<file path="src/rtl/branch_predictor_unit_pkg.sv">
// Shared types for the branch predictor: counter encodings, index-mode encodings, BTB entry layout.
package branch_predictor_unit_pkg;

    localparam int WORD_SIZE = 16;

    localparam int MODE_BIMODAL = 0;
    localparam int MODE_GSHARE  = 1;

    typedef enum logic [1:0] {
        CTR_SNT = 2'b00,
        CTR_WNT = 2'b01,
        CTR_WT  = 2'b10,
        CTR_ST  = 2'b11
    } ctr_e;

    // Tag and counter live in separate arrays: tag width follows INDEX_BITS and
    // the counter is addressed by the (possibly hashed) prediction index.
    typedef struct packed {
        logic                 valid;
        logic                 jump;
        logic [WORD_SIZE-1:0] target;
    } btb_entry_t;

endpackage

</file>
<file path="src/rtl/branch_predictor_unit_sat_counter2.sv">
// 2-bit saturating direction counter update; purely combinational, no backpressure.
module sat_counter2
    import branch_predictor_unit_pkg::*;
(
    input  logic [1:0] ctr,
    input  logic       taken,
    output logic [1:0] ctr_nxt
);

    always_comb begin
        ctr_nxt = ctr;
        if (taken) begin
            if (ctr != CTR_ST) ctr_nxt = ctr + 2'd1;
        end else begin
            if (ctr != CTR_SNT) ctr_nxt = ctr - 2'd1;
        end
    end

endmodule

</file>
<file path="src/rtl/branch_predictor_unit.sv">
// Direct-mapped BTB + 2-bit PHT predictor, bimodal or gshare; zero-latency lookup, one-cycle update.
// No backpressure: write_en low freezes all state while lookup keeps reflecting it.
module branch_predictor_unit
    import branch_predictor_unit_pkg::*;
#(
    parameter int WORD_SIZE  = branch_predictor_unit_pkg::WORD_SIZE,
    parameter int INDEX_BITS = 6,
    parameter int HIST_BITS  = 4,
    parameter int MODE       = MODE_BIMODAL
) (
    input  logic                  clk,
    input  logic                  reset_n,
    input  logic                  write_en,
    input  logic [WORD_SIZE-1:0]  fetch_pc,
    output logic                  pred_taken,
    output logic [WORD_SIZE-1:0]  pred_target,
    output logic [INDEX_BITS-1:0] pred_idx,
    input  logic                  upd_valid,
    input  logic [WORD_SIZE-1:0]  upd_pc,
    input  logic                  upd_is_branch,
    input  logic                  upd_taken,
    input  logic [WORD_SIZE-1:0]  upd_target,
    input  logic [INDEX_BITS-1:0] upd_idx
);

    localparam int ENTRIES  = 1 << INDEX_BITS;
    localparam int TAG_BITS = WORD_SIZE - INDEX_BITS;

    btb_entry_t           btb_q [ENTRIES];
    logic [TAG_BITS-1:0]  tag_q [ENTRIES];
    logic [1:0]           ctr_q [ENTRIES];
    logic [HIST_BITS-1:0] ghr_q;
    logic [HIST_BITS-1:0] ghr_nxt;

    logic [INDEX_BITS-1:0] pc_idx;
    logic [INDEX_BITS-1:0] ghr_ext;
    logic [INDEX_BITS-1:0] upd_pc_idx;
    logic                  hit;
    logic [1:0]            ctr_nxt;

    // BTB fields are always addressed by the raw PC; only the counter uses the hashed index.
    assign pc_idx     = fetch_pc[INDEX_BITS-1:0];
    assign upd_pc_idx = upd_pc[INDEX_BITS-1:0];
    assign ghr_ext    = INDEX_BITS'(ghr_q);
    assign pred_idx   = (MODE == MODE_GSHARE) ? (pc_idx ^ ghr_ext) : pc_idx;

    assign hit         = btb_q[pc_idx].valid && (tag_q[pc_idx] == fetch_pc[WORD_SIZE-1:INDEX_BITS]);
    assign pred_taken  = hit && (btb_q[pc_idx].jump || ctr_q[pred_idx][1]);
    assign pred_target = pred_taken ? btb_q[pc_idx].target : fetch_pc + WORD_SIZE'(1);

    assign ghr_nxt = (ghr_q << 1) | HIST_BITS'(upd_taken);

    sat_counter2 u_sat_counter2 (
        .ctr     (ctr_q[upd_idx]),
        .taken   (upd_taken),
        .ctr_nxt (ctr_nxt)
    );

    // reset_n is active-high here; the name is inherited from the older core.
    always_ff @(posedge clk) begin
        if (reset_n) begin
            for (int i = 0; i < ENTRIES; i++) begin
                btb_q[i] <= '{valid: 1'b0, jump: 1'b0, target: '0};
                ctr_q[i] <= CTR_WNT;
            end
            ghr_q <= '0;
        end else if (write_en && upd_valid) begin
            if (upd_is_branch) begin
                ctr_q[upd_idx] <= ctr_nxt;
                if (MODE == MODE_GSHARE) ghr_q <= ghr_nxt;
                if (upd_taken) begin
                    btb_q[upd_pc_idx] <= '{valid: 1'b1, jump: 1'b0, target: upd_target};
                    tag_q[upd_pc_idx] <= upd_pc[WORD_SIZE-1:INDEX_BITS];
                end
            end else begin
                btb_q[upd_pc_idx] <= '{valid: 1'b1, jump: 1'b1, target: upd_target};
                tag_q[upd_pc_idx] <= upd_pc[WORD_SIZE-1:INDEX_BITS];
            end
        end
    end

endmodule

</file>
<file path="config.mk">
export PLATFORM = sky130hd
export DESIGN_NAME = branch_predictor_unit
export DESIGN_NICKNAME = d
export VERILOG_FILES = /design/src/rtl/branch_predictor_unit_pkg.sv /design/src/rtl/branch_predictor_unit_sat_counter2.sv /design/src/rtl/branch_predictor_unit.sv
export SDC_FILE = /design/constraint.sdc
export NUM_CORES = 2
export LEC_CHECK = 0
export ABC_AREA = 1
export BUFFER_PORTS_ARGS = -buffer_cell sky130_fd_sc_hd__buf_2
export CAP_MARGIN = 20
export CORE_ASPECT_RATIO = 0.7
export CORE_UTILIZATION = 55
export DETAILED_ROUTE_END_ITERATION = 8
export GPL_ROUTABILITY_DRIVEN = 0
export GPL_TIMING_DRIVEN = 1
export PLACE_DENSITY_LB_ADDON = 0.1
export SLEW_MARGIN = 10
export SYNTH_ARGS = -nofsm -noshare
export SYNTH_HDL_FRONTEND = slang
export SYNTH_HIERARCHICAL = 1
export SYNTH_SLANG_ARGS = --single-unit
</file>
<file path="constraint.sdc">
create_clock -name clk -period 4.45 [get_ports clk]
set_clock_uncertainty 0.05 [all_clocks]
set_input_delay 0.6675 -clock clk [delete_from_list [all_inputs] [get_ports clk]]
set_output_delay 0.6675 -clock clk [all_outputs]
set_load 0.005 [all_outputs]
</file>
==> impl_results.md <==
* Worst skew pair latency at 0.84 ns
* Critical Path Source: fetch_pc[0]
* Max-cap violations at 0
* # setup viols final at 0
* Starting Density at 55.4%
* Initial antenna violation count at 8
* Reg2Reg Setup Slack at 1.62 ns
* Vias per cell at a little over 6
* Num rows at 120
* Count of unique library cells instantiated by Yosys at 38
* Fin crit share at 96.8%
* Die X at 471 µm
* Fin worst setup slack at 0.142 ns
* Worst reg2reg path endpoint: ctr_q[27][1]$_SDFFCE_PN0P_
* WL per Instance at 26.5 µm
* Mapped Cells at about 8300
* Hold crit path type: input port to flop
* RSZ-0062 raised after global routing: false
* Layout cells sized above 1 at 9.71%
* Routed vias at ~65000
* Max FO, Critical Path at 35
* Synth area leaders: edfxtp_1, nor2_1, nand2_1
* Peak VDD IR at 0.420 mV
* Critical path required time at 3.73 ns
* Final Max Tran Viols at 0
* Status: complete, no violations
* Pleak at between 0.03 and 0.04 µW
* Gr ovfl total at 0
* PortBufs at 82
* CP max-delay cell: o21ai_0
* WP depth at 16
* FF+latch area at 0.0570 mm²
* Top sig layer: met5
* Setup Slack @ Placement at -0.0386 ns
* Routed WL at 281 mm
* RR Startpoint: ctr_q[28][1]$_SDFFCE_PN0P_
* Syn nets at 8381
* Chip height at 330 µm
* Die area at 0.156 mm²
* Top FF cell, synth: edfxtp_1
* Clock slew at reported path FFs at 0.06 ns
* Count leader, synth: nor2_1
* DR DRC count at 0
* All-Layer GR Usage at 35.7%
* Setup TNS at 0 ns
* Met2 WL at 115 mm
* Top cells by count, synth: nor2_1, edfxtp_1, nand2_1
* Hold Buf Count CTS at 0
* Mapped Area at 0.0848 mm²
* WL met3 at 42.5 mm
* Buf+Inv Stages, Crit Path at 6
* Post-synth EDFFs at 1856
* I/O pins at 83
* CTS buffer count at 181
* Core outline area at about 0.15 mm²
* Routed Antenna Nets at 0
* Synth-to-Final Area Change at 11.7%
* Cell taking the most area after synthesis: edfxtp_1
* Critical Path Sink Type: primary output
* Dpl hpwl at approximately 180 mm
* Cell chain of the critical path: buf_12 -> inv_16 -> buf_12 -> buf_12 -> o21ai_0 -> o22ai_1 -> nand2_1 -> nand2_1 -> nand2_1 -> o21ai_0 -> buf_4 -> o21ai_0 -> nand4_1 -> nand3_1 -> nand2_1 -> buf_2
* #FFs+latches synth at 1920
* Metal-1 WL at 114 mm
* DRT Pass-1 Iters at 6
* Multi-input logic area at 0.0231 mm²
* Ys async rst share at 0%
* Worst slew margin at 22.0%
* TritonCTS clock tree: yes
* Post-synthesis sequential area ratio at 67.3%
* First-pass GRT wire length at 403 mm
* Actual slew at the worst max-slew pin at 1.17 ns
* Worst Reg-to-Reg Cells at 10
* Peak Freq at ~230 MHz
* Post-layout min period at 4.31 ns
* Setup crit end: pred_target[7]
* Crit path top cell by count: nand2_1
* Classification of the worst setup path: input port to primary output
* Critical path launch point type: input port
* CTS Buffer Depth at 3
* Pwr dens at between 400 and 500 mW/mm²
* Synth warn at 6
* Max incr delay on CP at 0.46 ns
* Pin count of the biggest net entering global routing at about 100
* Number of setup buffers added after CTS at 0
* Vias in the first global route at 58400
* Crit path max-delay family: buffers and inverters
* Root buffer cell: clkbuf_16
* Clock Sinks at 1920
* Initial drt markers at 10800
* Top cell type's share of synthesized area at 65.7%
* Post-CTS sizing at 1
* Nets at 8510
* Syn Area/Cell at 10.2 µm²
* Hold path depth at 1
* Final Hold Viols at 0
* Worst EP arrival at 3.59 ns
* H-tree Lvls at 4
* Fillers at 12400
-- kinds of logic (layout without fill, tap and decap cells) --
| kind of cell | Yosys count | after routing | share of synthesized area, % |
|---|---|---|---|
| AND/OR/NAND/NOR | 4051 | 4051 | 18.9 |
| flip-flops | 1920 | 1920 | 67.3 |
| AO/OA/AOI/OAI | 1213 | 1213 | 8.16 |
| buffers and inverters | 1121 | 1402 | 5.57 |
| XOR/XNOR | 14 | 14 | 0.145 |
| adder cells (fa/ha/maj) | 1 | 1 | 0.0148 |
| other | 0 | 1 | 0 |
-- cell usage in the layout (no fill, tap or decap), drive strengths merged, types with 4 or more instances in the layout --
cell / netlist / final
clkbuf: 364 / 230
clkinvlp: 0 / 4
nand4: 24 / 24
o211ai: 68 / 68
nand3b: 4 / 4
o221ai: 74 / 74
buf: 226 / 536
nand3: 486 / 486
clkinv: 74 / 161
a31oi: 12 / 12
nor2: 2182 / 2182
xor2: 14 / 14
o22ai: 198 / 198
o21ai: 763 / 763
edfxtp: 1856 / 1856
nor3: 24 / 24
a221oi: 9 / 9
inv: 457 / 464
a21oi: 58 / 58
or2: 7 / 7
nand2: 1324 / 1324
a22oi: 10 / 10
bufinv: 0 / 7
dfxtp: 64 / 64
o41ai: 6 / 6
a22o: 13 / 13
-- flip-flops by register name, summed over array words and instances (netlist names) --
signal / cells
ctr_q: 128
tag_q: 640
btb_q: 1152
-- power by group --
part / total [µW] / switching, µW / leakage (µW) / internal, µW
Clock: 15000 / 6920 / 0.00274 / 8090
Sequential: 20500 / 173 / 0.0177 / 20300
Combinational: 3440 / 2580 / 0.0148 / 857
Total: 38900 / 9670 / 0.0352 / 29300
-- layout make-up --
type,instances,area share (%)
tap,2013,2.66
clock inverter,105,0.788
sequential,1920,60.2
timing repair buffer,536,4.71
antenna,1,0.00264
inverter,531,2.15
multi-input combinational,5279,24.4
clock buffer,230,5.10
-- layer usage --
layer	track usage (%)	vias up
li1	-	28500
met1	54.0	31400
met2	49.1	4419
met3	10.4	466
met4	11.8	6
met5	0	-
-- per-stage QoR --
step / hold slack, ns / instances / util (%) / instance area, µm² / total power (µW)
after detailed placement: 0.392 / 10300 / 58.2 / 89000 / 24200
after global routing: 0.224 / 10600 / 61.9 / 94700 / 39800
after global placement: 0.387 / 10300 / 58.2 / 89000 / 24100
final: 0.221 / 10600 / 61.9 / 94700 / 38900
after floorplan: 0.377 / 8320 / - / 84800 / 22600
after CTS: 0.181 / 10600 / 61.8 / 94600 / 38800
-- worst min path at each step --
stage                          startpoint                         end
2_1_floorplan  btb_q[45][17]$_SDFFE_PP1P_  btb_q[45][17]$_SDFFE_PP1P_
3_3_place_gp   btb_q[26][17]$_SDFFE_PP1P_  btb_q[26][17]$_SDFFE_PP1P_
3_5_place_dp   btb_q[61][17]$_SDFFE_PP1P_  btb_q[61][17]$_SDFFE_PP1P_
4_1_cts                         upd_pc[9]       tag_q[5][3]$_DFFE_PP_
5_1_grt                         upd_pc[9]      tag_q[45][3]$_DFFE_PP_
6_report                        upd_pc[9]       tag_q[3][3]$_DFFE_PP_
(Power assumes the default switching activity.)
